--- src/rtl/image_stream_pkg.sv ---
// Shared types and constants for the image stream reader: FSM states, pixel
// operation codes and RGB channel layout within a 24-bit pixel.
package image_stream_pkg;

    typedef enum logic [2:0] {
        StIdle,
        StVsync,
        StHsync,
        StData,
        StDone
    } state_e;

    localparam logic [1:0] MODE_PASS   = 2'd0;
    localparam logic [1:0] MODE_THRESH = 2'd1;
    localparam logic [1:0] MODE_INVERT = 2'd2;
    localparam logic [1:0] MODE_BRIGHT = 2'd3;

    localparam int unsigned R_LSB      = 0;
    localparam int unsigned G_LSB      = 8;
    localparam int unsigned B_LSB      = 16;
    localparam int unsigned PIXEL_BITS = 24;

    function automatic logic [7:0] sat_add8(input logic [7:0] a, input logic [7:0] b);
        logic [8:0] s;
        s = {1'b0, a} + {1'b0, b};
        return s[8] ? 8'hff : s[7:0];
    endfunction

endpackage

--- src/rtl/image_stream_reader_pixel_op.sv ---
// Combinational per-pixel operation: pass, luminance-sum threshold, invert or
// saturating brighten, applied to one packed RGB pixel.
module pixel_op
    import image_stream_pkg::*;
(
    input  logic [1:0]            mode_i,
    input  logic [7:0]            threshold_i,
    input  logic [PIXEL_BITS-1:0] pixel_i,
    output logic [PIXEL_BITS-1:0] pixel_o
);

    logic [7:0] r, g, b;
    logic [9:0] sum;
    logic [9:0] limit;

    always_comb begin
        r     = pixel_i[R_LSB +: 8];
        g     = pixel_i[G_LSB +: 8];
        b     = pixel_i[B_LSB +: 8];
        sum   = {2'b00, r} + {2'b00, g} + {2'b00, b};
        // Compare R+G+B against 3*threshold rather than dividing the sum.
        limit = {2'b00, threshold_i} + {2'b00, threshold_i} + {2'b00, threshold_i};

        pixel_o = pixel_i;
        unique case (mode_i)
            MODE_PASS: pixel_o = pixel_i;
            MODE_THRESH: pixel_o = (sum > limit) ? {PIXEL_BITS{1'b1}} : '0;
            MODE_INVERT: pixel_o = ~pixel_i;
            MODE_BRIGHT: begin
                pixel_o[R_LSB +: 8] = sat_add8(r, threshold_i);
                pixel_o[G_LSB +: 8] = sat_add8(g, threshold_i);
                pixel_o[B_LSB +: 8] = sat_add8(b, threshold_i);
            end
            default: pixel_o = pixel_i;
        endcase
    end

endmodule

--- src/rtl/image_stream_reader.sv ---
// Frame source: reads a bottom-up RGB frame from pixel RAM, applies the latched
// pixel operation and streams beats with sync pulses and valid/ready flow control.
module image_stream_reader
    import image_stream_pkg::*;
#(
    parameter int unsigned IMAGE_WIDTH    = 768,
    parameter int unsigned IMAGE_HEIGHT   = 512,
    parameter int unsigned PIXELS_PER_CLK = 2,
    parameter int unsigned START_DELAY    = 100,
    parameter int unsigned HSYNC_DELAY    = 160,
    parameter int unsigned ADDR_WIDTH     = 20
) (
    input  logic                                 clk_i,
    input  logic                                 rst_i,
    input  logic                                 start_i,
    input  logic [1:0]                           mode_i,
    input  logic [7:0]                           threshold_i,
    output logic                                 mem_rd_en_o,
    output logic [ADDR_WIDTH-1:0]                mem_addr_o,
    input  logic [PIXEL_BITS*PIXELS_PER_CLK-1:0] mem_rd_data_i,
    output logic [PIXEL_BITS*PIXELS_PER_CLK-1:0] out_data_o,
    output logic                                 out_valid_o,
    input  logic                                 out_ready_i,
    output logic                                 vertical_pulse_o,
    output logic                                 horizontal_pulse_o,
    output logic                                 done_flag_o,
    output logic                                 busy_o
);

    localparam int unsigned DataW  = PIXEL_BITS * PIXELS_PER_CLK;
    localparam int unsigned Beats  = IMAGE_WIDTH / PIXELS_PER_CLK;
    localparam int unsigned BeatW  = $clog2(Beats + 1);
    localparam int unsigned RowW   = (IMAGE_HEIGHT > 1) ? $clog2(IMAGE_HEIGHT) : 1;
    localparam int unsigned DlyMax = (START_DELAY > HSYNC_DELAY) ? START_DELAY : HSYNC_DELAY;
    localparam int unsigned DlyW   = (DlyMax > 1) ? $clog2(DlyMax) : 1;

    localparam logic [BeatW-1:0]      BeatsC    = BeatW'(Beats);
    localparam logic [BeatW-1:0]      LastBeat  = BeatW'(Beats - 1);
    localparam logic [RowW-1:0]       LastRow   = RowW'(IMAGE_HEIGHT - 1);
    localparam logic [DlyW-1:0]       VsyncLast = DlyW'(START_DELAY - 1);
    localparam logic [DlyW-1:0]       HsyncLast = DlyW'(HSYNC_DELAY - 1);
    localparam logic [ADDR_WIDTH-1:0] RowStride = ADDR_WIDTH'(Beats);
    localparam logic [ADDR_WIDTH-1:0] TopBase   = ADDR_WIDTH'((IMAGE_HEIGHT - 1) * Beats);

    state_e                state_q, state_d;
    logic [DlyW-1:0]       dly_q, dly_d;
    logic [RowW-1:0]       row_q, row_d;
    logic [BeatW-1:0]      rd_cnt_q, rd_cnt_d;
    logic [BeatW-1:0]      out_cnt_q, out_cnt_d;
    logic [ADDR_WIDTH-1:0] base_q, base_d;
    logic [1:0]            mode_q, mode_d;
    logic [7:0]            thr_q, thr_d;
    logic                  rd_q;
    logic [DataW-1:0]      slot0_q, slot0_d, slot1_q, slot1_d;
    logic [1:0]            cnt_q, cnt_d;
    logic [1:0]            cnt_after_pop;
    logic                  vpulse_q, hpulse_q, done_q, busy_q;

    logic                  pop;
    logic                  rd_en;
    logic [2:0]            occ;
    logic [DataW-1:0]      op_data;

    for (genvar k = 0; k < PIXELS_PER_CLK; k++) begin : g_pix
        pixel_op u_pixel_op (
            .mode_i      (mode_q),
            .threshold_i (thr_q),
            .pixel_i     (mem_rd_data_i[k*PIXEL_BITS +: PIXEL_BITS]),
            .pixel_o     (op_data[k*PIXEL_BITS +: PIXEL_BITS])
        );
    end

    assign out_valid_o        = (cnt_q != 2'd0);
    assign out_data_o         = slot0_q;
    assign pop                = out_valid_o & out_ready_i;
    assign vertical_pulse_o   = vpulse_q;
    assign horizontal_pulse_o = hpulse_q;
    assign done_flag_o        = done_q;
    assign busy_o             = busy_q;

    // A beat leaving this cycle frees its slot, which keeps the stream at 1 beat/cycle.
    assign occ         = {1'b0, cnt_q} - {2'b00, pop} + {2'b00, rd_q};
    assign rd_en       = (state_q == StData) && (rd_cnt_q != BeatsC) && (occ < 3'd2);
    assign mem_rd_en_o = rd_en;
    assign mem_addr_o  = rd_en ? (base_q + ADDR_WIDTH'(rd_cnt_q)) : '0;

    always_comb begin
        state_d   = state_q;
        dly_d     = dly_q;
        row_d     = row_q;
        rd_cnt_d  = rd_en ? (rd_cnt_q + 1'b1) : rd_cnt_q;
        out_cnt_d = out_cnt_q;
        base_d    = base_q;
        mode_d    = mode_q;
        thr_d     = thr_q;

        unique case (state_q)
            StIdle: begin
                if (start_i) begin
                    state_d = StVsync;
                    dly_d   = '0;
                    row_d   = '0;
                    base_d  = TopBase;
                    mode_d  = mode_i;
                    thr_d   = threshold_i;
                end
            end
            StVsync: begin
                if (dly_q == VsyncLast) begin
                    state_d = StHsync;
                    dly_d   = '0;
                end else begin
                    dly_d = dly_q + 1'b1;
                end
            end
            StHsync: begin
                if (dly_q == HsyncLast) begin
                    state_d   = StData;
                    dly_d     = '0;
                    rd_cnt_d  = '0;
                    out_cnt_d = '0;
                end else begin
                    dly_d = dly_q + 1'b1;
                end
            end
            StData: begin
                if (pop) begin
                    if (out_cnt_q == LastBeat) begin
                        out_cnt_d = '0;
                        rd_cnt_d  = '0;
                        if (row_q == LastRow) begin
                            state_d = StDone;
                        end else begin
                            state_d = StHsync;
                            row_d   = row_q + 1'b1;
                            base_d  = base_q - RowStride;
                        end
                    end else begin
                        out_cnt_d = out_cnt_q + 1'b1;
                    end
                end
            end
            StDone:  state_d = StIdle;
            default: state_d = StIdle;
        endcase
    end

    always_comb begin
        slot0_d       = slot0_q;
        slot1_d       = slot1_q;
        cnt_after_pop = cnt_q - {1'b0, pop};
        if (pop) begin
            slot0_d = slot1_q;
        end
        if (rd_q) begin
            if (cnt_after_pop == 2'd0) begin
                slot0_d = op_data;
            end else begin
                slot1_d = op_data;
            end
        end
        cnt_d = cnt_after_pop + {1'b0, rd_q};
    end

    always_ff @(posedge clk_i or posedge rst_i) begin
        if (rst_i) begin
            state_q   <= StIdle;
            dly_q     <= '0;
            row_q     <= '0;
            rd_cnt_q  <= '0;
            out_cnt_q <= '0;
            base_q    <= '0;
            mode_q    <= MODE_PASS;
            thr_q     <= '0;
            rd_q      <= 1'b0;
            slot0_q   <= '0;
            slot1_q   <= '0;
            cnt_q     <= '0;
            vpulse_q  <= 1'b0;
            hpulse_q  <= 1'b0;
            done_q    <= 1'b0;
            busy_q    <= 1'b0;
        end else begin
            state_q   <= state_d;
            dly_q     <= dly_d;
            row_q     <= row_d;
            rd_cnt_q  <= rd_cnt_d;
            out_cnt_q <= out_cnt_d;
            base_q    <= base_d;
            mode_q    <= mode_d;
            thr_q     <= thr_d;
            rd_q      <= rd_en;
            slot0_q   <= slot0_d;
            slot1_q   <= slot1_d;
            cnt_q     <= cnt_d;
            vpulse_q  <= (state_d == StVsync);
            hpulse_q  <= (state_d == StData);
            done_q    <= (state_d == StDone);
            busy_q    <= (state_d != StIdle);
        end
    end

endmodule
--- config.mk ---
export PLATFORM = sky130hd
export DESIGN_NAME = image_stream_reader
export DESIGN_NICKNAME = d
export VERILOG_FILES = /design/src/rtl/image_stream_pkg.sv /design/src/rtl/image_stream_reader_pixel_op.sv /design/src/rtl/image_stream_reader.sv
export SDC_FILE = /design/constraint.sdc
export NUM_CORES = 1
export LEC_CHECK = 0
export BUFFER_PORTS_ARGS = -buffer_cell sky130_fd_sc_hd__buf_2
export CAP_MARGIN = 40
export CORE_MARGIN = 2
export CORE_UTILIZATION = 60
export DETAILED_ROUTE_END_ITERATION = 12
export PLACE_DENSITY = 0.81
export SLEW_MARGIN = 25
export SYNTH_ARGS = -nofsm -noshare
export SYNTH_HDL_FRONTEND = slang
export SYNTH_SLANG_ARGS = --single-unit
--- constraint.sdc ---
create_clock -name clk_i -period 6.82 [get_ports clk_i]
set_clock_uncertainty 0.15 [all_clocks]
set_input_delay 1.364 -clock clk_i [delete_from_list [all_inputs] [get_ports clk_i]]
set_output_delay 1.364 -clock clk_i [all_outputs]
set_load 0.05 [all_outputs]
== Yosys cells after proc, flatten, opt, wreduce, memory -nomap -nowiden ==
Index checks and enable logic that the tools add are counted.

* Bits in registers: 171
* Output and inout port bits: 74

* $add $sub $neg: 22
* Order comparisons: 3
* Equality and inequality tests: 19
* Multiplexer cells: 44
* Bitwise logic cells: 4
* Reduce and logical (&&, ||, !) cells: 15

{| class="wikitable"
|+ Operators with widths
! operator !! number
|-
| case mux 24 bit (4 select lines) || 2
|-
| two-way mux 48 bit || 3
|-
| two-way mux 20 bit || 5
|-
| two-way mux 9 bit || 11
|-
| adder 8 x 8 -> 9 bit || 9
|-
| two-way mux 8 bit || 9
|-
| case mux 9 bit (2 select lines) || 3
|-
| two-way mux 24 bit || 2
|-
| NOT 24 bit || 2
|-
| case mux 20 bit (2 select lines) || 1
|-
| adder 10 x 8 -> 10 bit || 3
|-
| adder 9 x 1 -> 9 bit, second input constant || 3
|-
| case mux 8 bit (3 select lines) || 1
|-
| adder 20 x 9 -> 20 bit || 1
|-
| greater-than comparator 10 bit || 2
|-
| subtractor 20 x 9 -> 20 bit, second input constant || 1
|-
| equality test 9 bit, second input constant || 2
|-
| two-way mux 3 bit || 6
|-
| case mux 3 bit (4 select lines) || 1
|-
| equality test 3 x 2 -> 1 bit, second input constant || 3
|-
| != test 9 bit, second input constant || 1
|-
| adder 8 x 1 -> 8 bit, second input constant || 1
|-
| equality test 8 x 7 -> 1 bit, second input constant || 1
|-
| equality test 8 bit, second input constant || 1
|-
| 21 further kinds || 33
|}

== Longest topological paths before layout ==
* Word-level depth: 10
* Mapped depth: 24
* Gate-level depth less buffers: 22

== Modules after synthesis ==
Synthesis repeated with hierarchy kept, for this count alone.

* Cells, all modules: 1544
* Area, all modules: 13605.5 µm²

{| class="wikitable"
|+ Modules (own cells, without submodules)
! module !! times used !! cells each !! area each (µm²) !! sequential area each (µm²)
|-
| image_stream_reader || 1 || 828 || 8017.7 || 4103.9
|-
| pixel_op (g_pix[1].u_pixel_op) || 1 || 364 || 2810.2 || 0.0
|-
| pixel_op (g_pix[0].u_pixel_op) || 1 || 352 || 2777.7 || 0.0
|}

== Worst setup path after synthesis ==
OpenSTA, ideal clock, no wires.

* Path kind: input to output
* From: input port out_ready_i
* To: output port mem_addr_o[9]
* Arrival time: 4.361 ns
* Path slack: 0.945 ns
* Cell stages on the path: 10
* Path buffers: 1
* Cell sequence: o21ai_1 inv_1 buf_1 ha_1 inv_1 nand2_1 fa_1 xnor2_1 o2111ai_2 nor3_1

* Longest elaborated chain between the ends: 6

{| class="wikitable"
|+ RTL lines
! item !! line !! RTL
|-
| start: declaration || image_stream_reader.sv:23 || <nowiki>input logic out_ready_i,</nowiki>
|-
| bitwise AND 1 bit || image_stream_reader.sv:75 || <nowiki>assign pop = out_valid_o & out_ready_i;</nowiki>
|-
| subtractor 2 x 1 -> 3 bit || image_stream_reader.sv:82 || <nowiki>assign occ = {1'b0, cnt_q} - {2'b00, pop} + {2'b00, rd_q};</nowiki>
|-
| adder 3 x 1 -> 3 bit || image_stream_reader.sv:82 ||
|-
| less-than comparator 3 x 2 -> 1 bit || image_stream_reader.sv:83 || <nowiki>assign rd_en = (state_q == StData) && (rd_cnt_q != BeatsC) && (occ < 3'd2);</nowiki>
|-
| logical AND 1 bit || image_stream_reader.sv:83 ||
|-
| two-way mux 20 bit || image_stream_reader.sv:85 || <nowiki>assign mem_addr_o = rd_en ? (base_q + ADDR_WIDTH'(rd_cnt_q)) : '0;</nowiki>
|-
| end: declaration || image_stream_reader.sv:19 || <nowiki>output logic [ADDR_WIDTH-1:0] mem_addr_o,</nowiki>
|}

No other way between the ends.

== Worst setup path after layout ==
* From: input port mem_rd_data_i[24]
* To: register slot1_q[32]

* Longest elaborated chain between the ends: 5

{| class="wikitable"
|+ RTL lines
! item !! line !! RTL
|-
| start: declaration || image_stream_reader.sv:20 || <nowiki>input logic [PIXEL_BITS*PIXELS_PER_CLK-1:0] mem_rd_data_i,</nowiki>
|-
| adder 8 x 8 -> 9 bit || image_stream_reader_pixel_op.sv:20 || <nowiki>sum = {2'b00, r} + {2'b00, g} + {2'b00, b};</nowiki>
|-
| adder 10 x 8 -> 10 bit || image_stream_reader_pixel_op.sv:20 ||
|-
| greater-than comparator 10 bit || image_stream_reader_pixel_op.sv:27 || <nowiki>MODE_THRESH: pixel_o = (sum > limit) ? {PIXEL_BITS{1'b1}} : '0;</nowiki>
|-
| two-way mux 24 bit || image_stream_reader_pixel_op.sv:27 ||
|-
| case mux 24 bit (4 select lines) || image_stream_reader_pixel_op.sv:25 || <nowiki>unique case (mode_i)</nowiki>
|-
| end signal: assignment || image_stream_reader.sv:194 || <nowiki>slot1_q <= slot1_d;</nowiki>
|-
| end: declaration || image_stream_reader.sv:54 || <nowiki>logic [DataW-1:0] slot0_q, slot0_d, slot1_q, slot1_d;</nowiki>
|}

No other way between the ends.
A chain may end at the register's enable or synchronous reset.

==> load_flow_metrics.sql <==
INSERT INTO impl_metrics (metric_group, metric, value, unit) VALUES
('pwr', 'cellPowerDensity', '369', 'mW/mm^2'),
('worst_setup_path', 'worstPathArrival', '6.08', 'ns'),
('cells_and_area', 'filler_cell_count', '1694', ''),
('yosys', 'synthesis.nets', '1740', ''),
('job', 'cap_viol_max_count', '0', ''),
('worst_setup_path', 'timing.critical_path.to_type', 'flip-flop', ''),
('cells_and_area', 'syn2layout_area_growth', '11.8', '%'),
('cells_and_area', 'post-route-util', '68.8', '%'),
('route', 'post-route-drc-count', '0', ''),
('worst_setup_path', 'crit_family', 'compound AO/OA/AOI/OAI gates', ''),
('worst_hold_path', 'hold-path-endpoint', 'mode_q[0]', ''),
('route', 'routed_wire_length_per_instance', '19.9', 'um'),
('cts', 'clock_path_buffers', '2', ''),
('yosys', 'synth-seq-area-share', '31.5', '%'),
('timing', 'achievable-frequency', '0.169', 'GHz'),
('pwr', 'power.static_leakage', '0.00683', 'uW'),
('timing', 'timing.final.crit_period', '5.91', 'ns'),
('placed_design', 'dp.final_hpwl', '27400', 'um'),
('worst_setup_path', 'critical_path_buf_inv_count', '3', ''),
('timing', 'drv_slew', '0', ''),
('cells_and_area', 'nNetsFinal', '1840', ''),
('global_route', 'grt_util_all_layers', '34.1', '%'),
('worst_setup_path', 'crit_required', '6.99', 'ns'),
('cts', 'clk_root_buffer_cell', 'clkbuf_16', ''),
('cells_and_area', 'final_layout_size_suffix_gt1_share', '13.3', '%'),
('yosys', 'yosys.cell_types.count', '81', ''),
('outcome', 'status', 'finished, final reports clean', ''),
('cts', 'htreeDepth', '4', ''),
('timing', 'fin_crit_sh', '86.7', '%'),
('worst_setup_path', 'timing_worst_setup_path_type', 'input pin to flip-flop', ''),
('pwr', 'cell_internal_pwr', '2730', 'uW'),
('worst_setup_path', 'crit_path_max_incr_delay', '0.45', 'ns'),
('timing', 'unrepaired_setup_endpoints_after_global_routing', 'no', ''),
('worst_hold_path', 'min-delay-start', 'mode_q[0]', ''),
('cts', 'post-cts-setup-buffer-count', '0', ''),
('global_route', 'grt_max_degree', '83', ''),
('yosys', 'ys_seq_elements', '164', ''),
('placed_design', 'gp_routability_congestion', '0.948', ''),
('worst_setup_path', 'critical_path.startpoint', 'mem_rd_data_i[24]', ''),
('global_route', 'global_route_wire_length_before_repair', '61000', 'um'),
('die', 'fp.dieW', '151', 'um'),
('pwr', 'pwr-share-clk', '17.4', '%'),
('yosys', 'synth.cell_area', '0.0130', 'sq mm'),
('cells_and_area', 'num_antenna_cells', '0', ''),
('timing', 'setup-tns-final', '0', 'ns'),
('placed_design', 'placement.io_buffers', '135', ''),
('die', 'initial_utilization', '61.6', '%'),
('pwr', 'pwr-share-comb', '53.7', '%'),
('die', 'ios', '136', ''),
('worst_setup_path', 'startpoint_type', 'input pin', ''),
('worst_setup_path', 'crit_chain', 'buf_2 > ha_1 > inv_1 > fa_1 > nor2b_1 > o21ai_0 > a21boi_0 > o21ai_0 > nor2b_1 > xnor2_1 > ha_1 > o41ai_1 > xnor2_1 > ha_1 > a211oi_1 > nor2_1 > a2111oi_4 > o21ai_1 > buf_4 > or3_1 > a22o_1', ''),
('yosys', 'yosys_warnings', '0', ''),
('route', 'detail_route.first_pass.iterations', '5', ''),
('cts', 'ctsHoldBuffers', '0', ''),
('timing', 'worst_slew_margin_rel', '43.6', '%'),
('pwr', 'power.net_switching', '2650', 'uW'),
('yosys', 'yosysTopAreaCell', 'dfrtp_1', ''),
('yosys', 'number_of_synthesized_flops_with_an_enable_pin', '0', ''),
('cts', 'insertion_delay', '0.44', 'ns'),
('pwr', 'power.switching_fraction', '49.2', '%'),
('die', 'fp.coreArea', '0.0212', 'sq mm'),
('global_route', 'vias_in_the_first_global_route', '11700', ''),
('timing', 'actual_slew_at_the_worst_max_slew_pin', '0.846', 'ns'),
('worst_setup_path', 'cpMostUsedCell', 'ha_1', ''),
('die', 'dieArea', '0.0229', 'sq mm'),
('die', 'floorplan.die.height', '151', 'um'),
('worst_setup_path', 'worstReg2RegEnd', 'slot1_q[32]', ''),
('worst_hold_path', 'worst_hold_path.num_cells', '2', ''),
('timing', 'worst_slack', '0.906', 'ns'),
('yosys', 'synthesized_instance_count', '1544', ''),
('timing', 'finalHoldViolations', '0', '');
[layout by cell type (no fill, tap or decap), types with 6 or more instances in the layout]
cell type / n
o211ai_1: 9
ha_1: 122
xor2_1: 33
and2_1: 19
a41oi_1: 8
nand2_1: 194
o22ai_1: 20
xnor2_1: 44
buf_2: 135
mux2i_1: 24
nand3_1: 32
clkbuf_16: 17
o41ai_1: 8
o21a_1: 13
buf_4: 13
o21bai_1: 8
nor3_1: 44
o21ai_0: 146
clkinv_2: 6
a21oi_1: 85
fa_1: 12
o31ai_1: 18
o31a_1: 6
a21o_1: 29
dfrtp_1: 162
inv_6: 6
a211oi_1: 25
nor2b_1: 27
inv_1: 55
nand2b_1: 23
nor2_1: 111
or4_1: 6
nor4_1: 10
or2_2: 6
and3_1: 20
a31oi_1: 23
nand4_1: 17
or3_1: 12
[layout make-up]
| type | count | share of cell area (%) |
|---|---|---|
| sequential | 164 | 28.2 |
| timing repair buffer | 154 | 6.25 |
| tap | 275 | 2.36 |
| multi-input combinational | 1250 | 57.9 |
| clock inverter | 14 | 0.851 |
| inverter | 57 | 1.50 |
| clock buffer | 18 | 2.95 |
[sequential cells by signal, indices dropped and copies added, names as in the netlist]
register and flops:
base_q 13, busy_o 1, cnt_q 2, dly_q 8, done_flag_o 1, horizontal_pulse_o 1, mode_q 2, out_cnt_q 9
out_data_o 48, rd_cnt_q 9, rd_q 1, row_q 9, slot1_q 48, state_q 3, thr_q 8, vertical_pulse_o 1
[layer usage]
metal | track usage [%] | share of wire (%)
met1 | 47.4 | 43
met2 | 54.1 | 45
met3 | 6.60 | 9.4
met4 | 10.5 | 2.7
met5 | 0 | 0
[worst reg2reg max path, delay by kind of cell (launching register included)]
family	cells	cell delay, ns
AND/OR/NAND/NOR	4	0.71
flip-flops	1	0.63
buffers and inverters	1	0.25
adder cells (fa/ha/maj)	3	1.08
AO/OA/AOI/OAI	7	1.50
XOR/XNOR	1	0.25
[metrics by stage]
step / total power [uW] / instances / instance area (sq um) / hold WS (ns)
floorplan: 3670 / 1544 / 13000 / 0.295
global placement: 4300 / 1893 / 13900 / 0.307
detailed placement: 4400 / 1898 / 14000 / 0.318
CTS: 5350 / 1930 / 14500 / 0.335
global route: 5730 / 1932 / 14600 / 0.359
finish: 5380 / 1932 / 14600 / 0.335
[power by group through the flow]
stage / logic, uW / clock network, uW / registers, uW
final: 2890 / 937 / 1550
after global routing: 3150 / 990 / 1590
after CTS: 2860 / 942 / 1550
after detailed placement: 2840 / 0 / 1560
after global placement: 2750 / 0 / 1550
after floorplan: 1700 / 0 / 1970
[synthesized netlist by cell type (all sizes together) (6+ instances only)]
| master | instances |
|---|---|
| buf | 13 |
| o21ai | 150 |
| o22ai | 20 |
| mux2i | 24 |
| nand3 | 34 |
| o31a | 6 |
| and3 | 20 |
| a31oi | 23 |
| o41ai | 9 |
| nand2b | 23 |
| a21o | 29 |
| or3 | 12 |
| o21a | 13 |
| nor2 | 112 |
| or2 | 6 |
| xor2 | 33 |
| nor3b | 6 |
| a21oi | 85 |
| nor2b | 27 |
| o21bai | 8 |
| a211oi | 25 |
| ha | 122 |
| o31ai | 19 |
| and2 | 20 |
| xnor2 | 44 |
| nor3 | 45 |
| clkbuf | 60 |
| nand4 | 17 |
| nor4 | 11 |
| nand2 | 195 |
| inv | 57 |
| or4 | 6 |
| o211ai | 9 |
| a2111oi | 6 |
| a41oi | 8 |
| dfrtp | 164 |
| fa | 12 |
[cell families (layout without fill, tap and decap cells)]
logic type	after synthesis	count (layout)	synth area share, %
simple gates	552	552	20.5
compound gates	460	460	23.1
flops	164	164	31.5
fa+ha+maj	134	134	13.6
buf+inv	130	243	3.99
xor+xnor	77	77	5.18
mux	27	27	2.10
[how the worst max path moves through the flow]
stage                   to  slack (ns)  cells after the start
2_1_floorplan   base_q[10]        0.87                      1
3_3_place_gp   slot1_q[35]        0.68                     24
3_5_place_dp   slot1_q[32]        0.55                     21
4_1_cts        slot1_q[40]        0.98                     21
5_1_grt         slot1_q[2]        0.66                     24
6_report       slot1_q[32]        0.91                     21
No activity file was read; power rests on OpenSTA's default activity.
